`config.mk`:
```
export PLATFORM = sky130hd
export DESIGN_NAME = pipe_result_collector
export DESIGN_NICKNAME = d
export VERILOG_FILES = /design/src/rtl/pipe_pkg.sv /design/src/rtl/pipe_res_fifo.sv /design/src/rtl/pipe_result_collector.sv
export SDC_FILE = /design/constraint.sdc
export NUM_CORES = 1
export LEC_CHECK = 0
export ABC_AREA = 1
export BUFFER_PORTS_ARGS = -buffer_cell sky130_fd_sc_hd__buf_2
export CELL_PAD_IN_SITES_DETAIL_PLACEMENT = 2
export CELL_PAD_IN_SITES_GLOBAL_PLACEMENT = 2
export CORE_MARGIN = 3
export CORE_UTILIZATION = 37
export DETAILED_ROUTE_END_ITERATION = 16
export GPL_ROUTABILITY_DRIVEN = 0
export PLACE_DENSITY = 0.85
export SKIP_CTS_REPAIR_TIMING = 1
export SLEW_MARGIN = 20
export SYNTH_ARGS = -nofsm -noshare
export SYNTH_HDL_FRONTEND = slang
export SYNTH_HIERARCHICAL = 1
export SYNTH_SLANG_ARGS = --single-unit
```
`constraint.sdc`:
```
create_clock -name clk -period 8.1 [get_ports clk]
set_clock_uncertainty 0.2 [all_clocks]
set_input_delay 1.62 -clock clk [delete_from_list [all_inputs] [get_ports clk]]
set_output_delay 1.62 -clock clk [all_outputs]
set_load 0.005 [all_outputs]
```
`src/rtl/pipe_pkg.sv`:
```
`default_nettype none
// ============================================================================
// Package  : pipe_pkg
// Brief    : Shared constants and helpers for the pipe_ex result collector.
// Revision : 1.0 - initial release
// ============================================================================
package pipe_pkg;

    localparam int PIPE_N        = 10;
    localparam int PIPE_LAT      = 3;
    localparam int COLLECT_DEPTH = 4;
    localparam int ACC_W         = 16;

    // Pointer width for a power-of-two FIFO; never narrower than one bit.
    function automatic int ptr_width(input int depth);
        return (depth > 1) ? $clog2(depth) : 1;
    endfunction

endpackage
`default_nettype wire

```
`src/rtl/pipe_res_fifo.sv`:
```
`default_nettype none
// ============================================================================
// Module   : pipe_res_fifo
// Brief    : Synchronous result FIFO with combinational read port and count.
// Revision : 1.0 - initial release
// ============================================================================
module pipe_res_fifo
    import pipe_pkg::*;
#(
    parameter int N     = PIPE_N,
    parameter int DEPTH = COLLECT_DEPTH
) (
    input  logic                      clk,
    input  logic                      rst_n,
    input  logic                      push,
    input  logic                      pop,
    input  logic [N-1:0]              din,
    output logic [N-1:0]              dout,
    output logic [ptr_width(DEPTH):0] count,
    output logic                      full,
    output logic                      empty
);

    localparam int              c_pw      = ptr_width(DEPTH);
    localparam int              c_cw      = c_pw + 1;
    localparam logic [c_cw-1:0] c_depth   = c_cw'(DEPTH);
    localparam logic [c_cw-1:0] c_cnt_one = c_cw'(1);
    localparam logic [c_pw-1:0] c_ptr_one = c_pw'(1);

    logic [N-1:0]    r_mem [DEPTH];
    logic [c_pw-1:0] r_wr_ptr;
    logic [c_pw-1:0] r_rd_ptr;
    logic [c_cw-1:0] r_count;
    logic            w_wr_en;
    logic            w_rd_en;

    assign full    = (r_count == c_depth);
    assign empty   = (r_count == '0);
    assign count   = r_count;
    assign dout    = r_mem[r_rd_ptr];

    // A write into a full FIFO is only legal when the same edge frees a slot.
    assign w_rd_en = pop && !empty;
    assign w_wr_en = push && (!full || w_rd_en);

    always_ff @(posedge clk or negedge rst_n) begin
        if (!rst_n) begin
            for (int i = 0; i < DEPTH; i++) begin
                r_mem[i] <= '0;
            end
            r_wr_ptr <= '0;
            r_rd_ptr <= '0;
            r_count  <= '0;
        end else begin
            if (w_wr_en) begin
                r_mem[r_wr_ptr] <= din;
                r_wr_ptr        <= r_wr_ptr + c_ptr_one;
            end
            if (w_rd_en) begin
                r_rd_ptr <= r_rd_ptr + c_ptr_one;
            end
            if (w_wr_en && !w_rd_en) begin
                r_count <= r_count + c_cnt_one;
            end else if (w_rd_en && !w_wr_en) begin
                r_count <= r_count - c_cnt_one;
            end
        end
    end

endmodule
`default_nettype wire

```
`src/rtl/pipe_result_collector.sv`:
```
`default_nettype none
// ============================================================================
// Module   : pipe_result_collector
// Brief    : Valid tracking, result FIFO, running sum and drop flag for pipe_ex.
// Revision : 1.0 - initial release
// ============================================================================
module pipe_result_collector
    import pipe_pkg::*;
#(
    parameter int N     = PIPE_N,
    parameter int LAT   = PIPE_LAT,
    parameter int DEPTH = COLLECT_DEPTH,
    parameter int ACC_W = pipe_pkg::ACC_W
) (
    input  logic                      clk,
    input  logic                      rst_n,
    input  logic                      in_valid,
    input  logic [N-1:0]              f_in,
    input  logic                      out_ready,
    output logic                      out_valid,
    output logic [N-1:0]              out_data,
    output logic [ptr_width(DEPTH):0] count,
    output logic [ACC_W-1:0]          acc,
    output logic                      overflow
);

    logic [LAT-1:0]   r_vsr;
    logic [ACC_W-1:0] r_acc;
    logic             r_overflow;
    logic             w_push;
    logic             w_pop;
    logic             w_full;
    logic             w_empty;
    logic             w_accept;
    logic             w_drop;

    // The valid bit travels alongside the operands through pipe_ex.
    generate
        if (LAT == 1) begin : g_vsr_single
            always_ff @(posedge clk or negedge rst_n) begin
                if (!rst_n) begin
                    r_vsr <= '0;
                end else begin
                    r_vsr <= in_valid;
                end
            end
        end else begin : g_vsr_chain
            always_ff @(posedge clk or negedge rst_n) begin
                if (!rst_n) begin
                    r_vsr <= '0;
                end else begin
                    r_vsr <= {r_vsr[LAT-2:0], in_valid};
                end
            end
        end
    endgenerate

    assign w_push    = r_vsr[LAT-1];
    assign out_valid = !w_empty;
    assign w_pop     = out_valid && out_ready;
    assign w_accept  = w_push && (!w_full || w_pop);
    assign w_drop    = w_push && w_full && !w_pop;

    pipe_res_fifo #(
        .N     (N),
        .DEPTH (DEPTH)
    ) u_fifo (
        .clk   (clk),
        .rst_n (rst_n),
        .push  (w_accept),
        .pop   (w_pop),
        .din   (f_in),
        .dout  (out_data),
        .count (count),
        .full  (w_full),
        .empty (w_empty)
    );

    always_ff @(posedge clk or negedge rst_n) begin
        if (!rst_n) begin
            r_acc      <= '0;
            r_overflow <= 1'b0;
        end else begin
            if (w_accept) begin
                r_acc <= r_acc + ACC_W'(f_in);
            end
            if (w_drop) begin
                r_overflow <= 1'b1;
            end
        end
    end

    assign acc      = r_acc;
    assign overflow = r_overflow;

endmodule
`default_nettype wire

```
==> metrics.txt, run 1 <==
Max Fclk 0.237 GHz; Post-Syn Instances 482; EDFF count, synth 0; type of element launching the critical path flip-flop; first-pass GRT wire length 20.7 mm; Iter 0 DRT Violations 112; syn avg cell area 7.90 um^2; Area Growth Syn to Fin 12.6%; sequential element share of the synthesized area 44.0%; Setup TNS Final 0 ns; fin crit period 4.21 ns; die area 0.0115 mm^2; I/O pin count 45; Worst Max-Slew Pin Slew 0.917 ns; yosys warns 6; Max-cap violations 0; Vias/cell 5.36; post-synth top area share 44.0%; Max Slew Vio Count 0; CTS max path bufs 2; Initial Util 38.4%; final count of hold timing violations 0; Num CTS Buffers 9; post-route ant nets 0; R2R Path Start u_fifo/count[0]; core area 0.00991 mm^2; Hold Startpoint r_vsr[1]; via count 3511; PortBufs 44; vias in the first global route 3914; Clk Latency, worst-skew pair 0.35 ns; largest area contributor in the netlist dfrtp_1; Worst VDD drop 0.000116 V; Mapped Nets 513; layout cells sized above 1 15.7%; H-tree Lvls 3; Fillers 1184; top-count cell post-synth nand2_1; CP required 6.28 ns; post-synthesis cell type count 33; drt total wl 12.5 mm; status complete, no violations; largest cells by area after synthesis dfrtp_1 (44%), nand2_1 (17%), nand4_1 (7.1%), ha_1 (4.9%), inv_1 (3.5%); CP startpoint u_fifo/r_rd_ptr[0]; Mapped Area 0.00381 mm^2; CP Max Fanout 22; fin crit share 52.0%; Worst-path clk slew 0.08 ns; Worst Hold Class flip-flop to flip-flop; Max-slew headroom 38.8%; CTS root buffer clkbuf_8; initial antenna violation count 0; async set-reset flop share out of synthesis 100%; drt first pass iters 4; Die Ht 107 um; largest net degree at the start of global routing 68; average routed wire per standard cell 19.0 um; CTS tree built; Pleak 2.25 nW; post-placement cell area 0.00408 mm^2; chip width 107 um; Worst Setup End Kind primary output; WP data arrival 2.39 ns; WS Path Type flip-flop to primary output; DRC errors left 0; PwrDens 420 mW/mm^2; synthesis-stage register bit count 67; clock sink total 67; hpwl dp 8.50 mm; fin area 0.00429 mm^2; RSZ-0062 raised after global routing false; antenna cells 0; GRT Residual Overflow 0; total track usage 23.1%; row count 36; Most used DFF post-synth dfrtp_1; setup violators final 0; Final Net Count 549; Post-synth top cells nand2_1 (173), dfrtp_1 (67), nand4_1 (43)
## power breakdown
group / leakage [nW] / switching [mW] / total [mW] / internal (mW)
registers: 0.829 / 0.141 / 0.624 / 0.483
logic: 1.31 / 0.551 / 0.869 / 0.317
clock network: 0.106 / 0.138 / 0.309 / 0.171
## placed cells by master, fill, tap and decap left out, types with 3 or more instances in the layout
master,n
nor2_2,3
a21oi_1,3
o21ai_0,23
nand3b_1,5
nor3_1,3
nor2_1,31
xnor2_1,5
inv_1,35
buf_2,44
o21ai_1,3
nand3_2,8
ha_1,15
nand2_1,173
nand3_1,16
nand2_2,4
nand4_1,43
o22ai_1,10
dfrtp_1,67
clkbuf_8,9
## critical path: stages (launching register included)
cell and delay (ns):
dfrtp_1 0.85, inv_1 0.56, o21ai_0 0.37, o22ai_1 0.12
buf_2 0.14
## per-stage QoR
step           power, mW  setup slack, ns  utilization [%]  instances  hold slack, ns
6_report            1.80             3.89             43.3        655           0.154
5_1_grt             1.97             3.76             43.3        655           0.161
4_1_cts             1.83             3.85             43.3        655           0.157
3_5_place_dp        1.50             3.78             41.2        640           0.138
3_3_place_gp        1.42             3.95             41.2        640           0.133
2_1_floorplan       1.18             4.49                -        482           0.131
## cell families after synthesis
| logic type | count (synthesis) | share of synthesized area, % |
|---|---|---|
| muxes | 1 | 0.296 |
| AOI/OAI and AO/OA | 43 | 6.25 |
| adders and majority gates | 17 | 5.98 |
| DFF | 67 | 44.1 |
| xor gates and xnor gates | 7 | 1.61 |
| buffers and inverters | 58 | 6.97 |
| and+or+nand+nor | 289 | 34.8 |
## layer usage
metal  GRT usage [%]  routed length (um)  vias up  share of wire [%]
li1                -                   -     1663                  -
met1            28.0                5380     1783                 43
met2            43.1                6550       55                 53
met3            3.12                 412       10                3.3
met4            5.86                 119        0               0.96
met5               0                   0        -                  0
## flip-flops by register name (all words and copies together) (netlist names)
register,count
acc,16
overflow,1
r_vsr,3
u_fifo/count,3
u_fifo/r_mem,40
u_fifo/r_rd_ptr,2
u_fifo/r_wr_ptr,2
## layout make-up
type	count	area, um^2	area share [%]
Sequential cell	67	1680	39.1
Clock inverter	5	78.8	1.84
Multi-Input combinational cell	357	1860	43.5
Timing Repair Buffer	45	228	5.31
Clock buffer	10	128	2.98
Tap cell	133	166	3.88
Inverter	38	145	3.39
## path summary, 6_finish.rpt
path                                        end  cells after the start  slack [ns]
min in group asynchronous       u_fifo/r_mem[5]                      2        1.25
worst max register to register  u_fifo/count[2]                     16        4.73
max in group asynchronous                acc[6]                      2        5.82
worst min-delay path                   r_vsr[2]                      0        0.15
worst max-delay path                out_data[5]                      4        3.89
worst min register to register         r_vsr[2]                      0        0.15
No activity file was read; power rests on OpenSTA's default activity.
==> run 2: changes to the inputs <==
CORE_UTILIZATION = 34   (was 37)
PLACE_DENSITY = 0.79   (was 0.85)
clock period = 3.9 ns   (was 8.1 ns; I/O delays follow)
==> run 2 against run 1 <==
Cell count up 1.5%. Power up 110%. Critical endpoint is now u_fifo/count[1]. Highest routed layer unchanged. Sequential power grew 100%.
==> metrics.txt, run 2 (same netlist as run 1, synthesis figures left out) <==
status complete, no violations; Top reg by flops u_fifo/r_mem; chip width 112 um (+4.1%); type of element launching the critical path flip-flop; Hold Path Cell Cnt 0 (unchanged); CP Max Fanout 19 (-14%); Worst VDD drop 0.000265 V (+130%); layout cells sized above 1 16.0% (+0.29 points); Worst-path clk slew 0.07 ns (about the same); clock sink total 67 (unchanged); cells on worst reg2reg path 14 (-2); DRC errors left 0 (unchanged); fin crit share 79.3%; I/O pin count 45 (unchanged); Worst Setup End Kind flip-flop; Area Growth Syn to Fin 13.4%; Pleak 2.26 nW (+0.53%); Tot Pwr 3.69 mW (+110%); number of flip-flops in the largest register 40 (unchanged); Vias/cell 5.31 (-1.0%); initial antenna violation count 0 (unchanged); PwrDens 856 mW/mm^2 (+100%); Hold Startpoint r_vsr[0]; WS Path Type flip-flop to flip-flop; fin crit period 3.09 ns; Worst Max-Slew Pin Slew 0.805 ns (-0.113 ns); commonest non-fill, non-tap cell in the layout nand2_1; hpwl dp 8.79 mm (+3.4%); Worst Hold Class flip-flop to flip-flop; commonest non-fill, non-tap cells in the layout nand2_1 (173), dfrtp_1 (67), buf_2 (44); drt first pass iters 4 (unchanged); RR Endpoint u_fifo/count[1]; average routed wire per standard cell 18.5 um (-2.8%); GRT Residual Overflow 0 (unchanged); Final Net Count 552 (+0.55%); Max-slew headroom 46.4% (+7.5 points); die area 0.0125 mm^2 (+8.3%); via count 3529 (+0.51%); Max Fclk 0.323 GHz; metal2 WL 6.18 mm (-5.7%); core area 0.0109 mm^2 (+9.9%); Die Ht 112 um (+4.1%); Metal-1 WL 5.44 mm (+1.2%); vias in the first global route 3909 (-0.13%); worst reg2reg setup slack 0.81 ns (-3.92 ns); Setup TNS Final 0 ns (unchanged); Max-cap violations 0 (unchanged); Top Layer Used met4; H-tree Lvls 3 (unchanged); CTS root buffer clkbuf_8; row count 38 (+5.6%); largest net degree at the start of global routing 47 (-31%); hold path endpoint r_vsr[1]; CP required 3.95 ns (-2.33 ns); R2R Path Start u_fifo/count[0]; final count of hold timing violations 0 (unchanged); Num CTS Buffers 9 (unchanged); drt total wl 12.3 mm (-1.3%); antenna cells 0 (unchanged); PortBufs 44 (unchanged); first-pass GRT wire length 20.4 mm (-1.7%); Initial Util 35.0% (-3.5 points); wire length on met3 420 um (+1.9%); post-route ant nets 0 (unchanged); setup violators final 0 (unchanged); WP data arrival 3.14 ns (+0.75 ns); total track usage 20.8% (-2.4 points); CTS tree built; Clk Latency, worst-skew pair 0.37 ns (+0.02 ns); Max Slew Vio Count 0 (unchanged); Iter 0 DRT Violations 114 (+1.8%); RSZ-0062 raised after global routing false; CTS max path bufs 2 (unchanged)
run 2: metrics by stage:
step / hold WS [ns] / utilization (%) / cell area, um^2 / std cells / setup slack (ns)
floorplan: 0.131 / - / 3810 / 482 / 1.11
detailed placement: 0.146 / 37.9 / 4120 / 650 / 0.764
finish: 0.156 / 39.7 / 4320 / 665 / 0.808
global placement: 0.134 / 37.9 / 4120 / 650 / 0.941
CTS: 0.162 / 39.7 / 4320 / 665 / 0.755
global route: 0.166 / 39.7 / 4320 / 665 / 0.579
run 2: power breakdown:
group | internal (mW) | switching (mW)
clock network | 0.326 | 0.269
logic | 0.671 | 1.17
registers | 1.00 | 0.251
total | 2.00 | 1.69
run 2: area by class of cell:
cell class / instances / area [um^2]
Clock buffer: 13 / 159
Clock inverter: 2 / 35.0
Fill cell: 1292 / 6570
Inverter: 38 / 145
Multi-Input combinational cell: 357 / 1860
Sequential cell: 67 / 1680
Tap cell: 140 / 175
Timing Repair Buffer: 48 / 263
run 2: how the worst max path moves through the flow:
stage	startpoint	to	depth (start not counted)
2_1_floorplan	u_fifo/count[0]	u_fifo/count[1]	16
3_3_place_gp	out_ready	u_fifo/count[1]	11
3_5_place_dp	u_fifo/count[0]	u_fifo/count[1]	14
4_1_cts	u_fifo/count[0]	u_fifo/count[1]	14
5_1_grt	u_fifo/count[0]	u_fifo/count[1]	14
6_report	u_fifo/count[0]	u_fifo/count[1]	14
run 2: worst max-delay path: stages, from the launching register on:
cell and delay (ns):
dfrtp_1 0.46, nor2_2 0.23, nand2_1 0.11, inv_1 0.08, inv_2 0.04, nand2_1 0.11
nand2_1 0.08, nand2_2 0.30, inv_4 0.17, nand2_1 0.14, inv_1 0.07, ha_1 0.22
inv_1 0.10, fa_1 0.41, mux2_2 0.27
run 2: routing by layer:
metal / up-vias / GRT usage, %
li1: 1671 / -
met1: 1775 / 25.2
met2: 63 / 36.0
met3: 20 / 3.42
met4: 0 / 9.49
met5: - / 0
==> run 3: changes to the inputs <==
ABC_AREA = 0   (was 1)
CORE_UTILIZATION = 40   (was 34)
clock period = 2.9 ns   (was 3.9 ns; I/O delays follow)
==> run 3 against run 2 <==
Sequential power is 40% higher. Synthesized cell count fell by 43%. Setup slack got worse by 0.67 ns. Maximum frequency rose by 12%. Utilization grew 8.4 points. Critical path type unchanged. Sequential share of layout area is 0.77 points higher. Via count is 31% lower. Final area is 1.9% lower.
==> metrics.txt, run 3 <==
yosys warns 6 (unchanged); total track usage 19.1% (-1.6 points); H-tree Lvls 3 (unchanged); Post-Synth Simple-Gate Area 9.96% (-25 points); Worst Setup End Kind flip-flop; DRC errors left 0 (unchanged); post-synthesis cell type count 51 (+55%); CTS max path bufs 2 (unchanged); Pleak 1.97 nW (-13%); via count 2437 (-31%); Comb power frac 48.9% (-1.0 points); largest net degree at the start of global routing 45 (-4.3%); initial antenna violation count 0 (unchanged); core area 0.00881 mm^2 (-19%); async set-reset flop share out of synthesis 100% (unchanged); number of flip-flops in the largest register 40 (unchanged); sequential element share of the synthesized area 45.9% (+1.8 points); clock sink total 67 (unchanged); Worst Max-Slew Pin Slew 0.604 ns (-0.201 ns); commonest non-fill, non-tap cells in the layout dfrtp_1 (67), buf_2 (44), mux2_4 (40); Setup TNS Final 0 ns (unchanged); Post-Synth XOR/XNOR Area 3.59% (+2.0 points); largest area contributor in the netlist dfrtp_1; Final Net Count 365 (-34%); Max Slew Vio Count 0 (unchanged); commonest non-fill, non-tap cell in the layout dfrtp_1; Worst Hold Class input port to async pin; Num CTS Buffers 9 (unchanged); Sw Share 37.0% (-8.8 points); PwrDens 1200 mW/mm^2 (+41%); PortBufs 44 (unchanged); status complete, no violations; Post-Syn Instances 275 (-43%); post-route ant nets 0 (unchanged); antenna cells 0 (unchanged); synthesis-stage register bit count 67 (unchanged); GRT Residual Overflow 0 (unchanged); WS Path Type flip-flop to flip-flop; Vias/cell 5.45 (+2.7%); post-synth top area share 45.9% (+1.8 points); I/O pin count 45 (unchanged); layout cells sized above 1 41.0% (+25 points); chip width 102 um (-9.1%); Max-slew headroom 59.8% (+13 points); vias in the first global route 2743 (-30%); WP data arrival 2.80 ns (-0.34 ns); CTS root buffer clkbuf_8; Area Growth Syn to Fin 15.8%; largest family of logic cells by synthesized area multiplexers; Max Fclk 0.362 GHz (+12%); Top reg by flops u_fifo/r_mem; Post-synth top cells dfrtp_1 (67), mux2_4 (40), nand2_1 (22); die area 0.0103 mm^2 (-17%); Mapped Area 0.00366 mm^2 (-3.9%); hpwl dp 6.60 mm (-25%); Clk Latency, worst-skew pair 0.35 ns (-0.02 ns); Sequential Power Share 34.7% (+0.7 points); fin crit share 95.2% (+16 points); EDFF count, synth 0 (unchanged); Synth Area in Compound Gates 6.74% (+0.50 points); largest cells by area after synthesis dfrtp_1 (46%), mux2_4 (16%), mux4_2 (6.2%), ha_1 (5.1%), nand2_1 (2.3%); drt first pass iters 4 (unchanged); internal power component 3.21 mW (+60%); mux cell area share after synthesis 23.5% (+23 points); CP Max Fanout 5 (-14); type of element launching the critical path flip-flop; CTS tree built; Initial Util 41.5% (+6.6 points); clock power share 16.4% (+0.3 points); top-count cell post-synth dfrtp_1; first-pass GRT wire length 14.8 mm (-27%); row count 34 (-11%); average routed wire per standard cell 20.8 um (+13%); Most used DFF post-synth dfrtp_1; Die Ht 102 um (-9.1%); fin crit period 2.76 ns (-0.331 ns); CP required 2.94 ns (-1.01 ns); final count of hold timing violations 0 (unchanged); Worst VDD drop 0.000334 V (+26%); Max-cap violations 0 (unchanged); setup violators final 0 (unchanged); switching pwr 1.89 mW (+11%); Synth Area in Adders 6.23% (+0.25 points); Tot Pwr 5.10 mW (+38%); Worst-path clk slew 0.08 ns (about the same); drt total wl 9.31 mm (-24%); Mapped Nets 306 (-40%); Fillers 878 (-32%); syn avg cell area 13.3 um^2 (+68%); Iter 0 DRT Violations 36 (-68%)
run 3: changes by cell type in the layout (fill, tap and decap cells not counted), sizes merged, moves of 8 or more:
cell	previous run	this run
nand4	43	1
buf	48	56
inv	38	18
mux2	1	42
mux4	0	10
nand2	177	23
o21ai	26	13
o22ai	10	0
nor2	35	10
nand3	25	7
run 3: cell type report:
type                    instances  area [um^2]  area share [%]
multi-input cells             186         1840            43.5
well taps                     108          135            3.19
flip-flops and latches         67         1680            39.6
repair buffers                 56          323            7.62
clock inverters                 7         82.6            1.95
inverters                      14         52.6            1.24
clock buffers                   9          124            2.93
run 3: worst max-delay path: stages, from the launching register on:
cell      delay [ns]
dfrtp_1         0.40
nor3_2          0.21
nand2b_4        0.15
inv_1           0.05
or4b_4          0.53
nand2_4         0.11
inv_1           0.05
ha_1            0.21
inv_1           0.08
fa_1            0.40
mux2_2          0.26
run 3: cells by family after synthesis:
group | after synthesis
muxes | 53
and+or+nand+nor | 65
AOI/OAI and AO/OA | 36
xor gates and xnor gates | 15
adders and majority gates | 17
buffers and inverters | 22
DFF | 67
run 3: per-layer routing:
| layer | GRT usage, % | vias to the layer above | share of wire [%] |
|---|---|---|---|
| li1 | - | 1105 | - |
| met1 | 23.6 | 1284 | 44 |
| met2 | 34.1 | 37 | 52 |
| met3 | 3.58 | 11 | 2.7 |
| met4 | 5.52 | 0 | 1.2 |
| met5 | 0 | - | 0 |
run 3: stage by stage:
step	utilization, %	cell area, um^2	std cells	setup WS, ns	hold slack, ns
6_report	48.1	4230	447	0.140	0.0286
5_1_grt	48.1	4230	447	-0.0200	0.0676
4_1_cts	47.8	4210	445	0.0170	0.0427
3_5_place_dp	45.5	4010	429	0.0478	0.136
3_3_place_gp	45.5	4010	429	0.0888	0.132
2_1_floorplan	-	3660	275	0.0516	0.0844
run 3: power by group through the flow:
stage               Sequential [mW]  Clock, mW  Combinational (mW)
finish                         1.77      0.834                2.49
CTS                            1.77      0.862                2.53
floorplan                      1.66          0                1.81
global route                   1.84      0.897                2.75
detailed placement             1.78          0                2.48
global placement               1.73          0                2.36
run 3: path summary, 6_finish.rpt:
check | from | endpoint | slack [ns] | cells after the start
worst min register to register | r_vsr[1] | r_vsr[2] | 0.15 | 0
min in group clk | in_valid | r_vsr[0] | 0.12 | 1
worst min-delay path | rst_n | u_fifo/r_mem[35] | 0.03 | 1
worst max-delay path | u_fifo/count[1] | u_fifo/count[1] | 0.14 | 10
max in group asynchronous | rst_n | acc[2] | 1.83 | 2
worst max register to register | u_fifo/count[1] | u_fifo/count[1] | 0.14 | 10
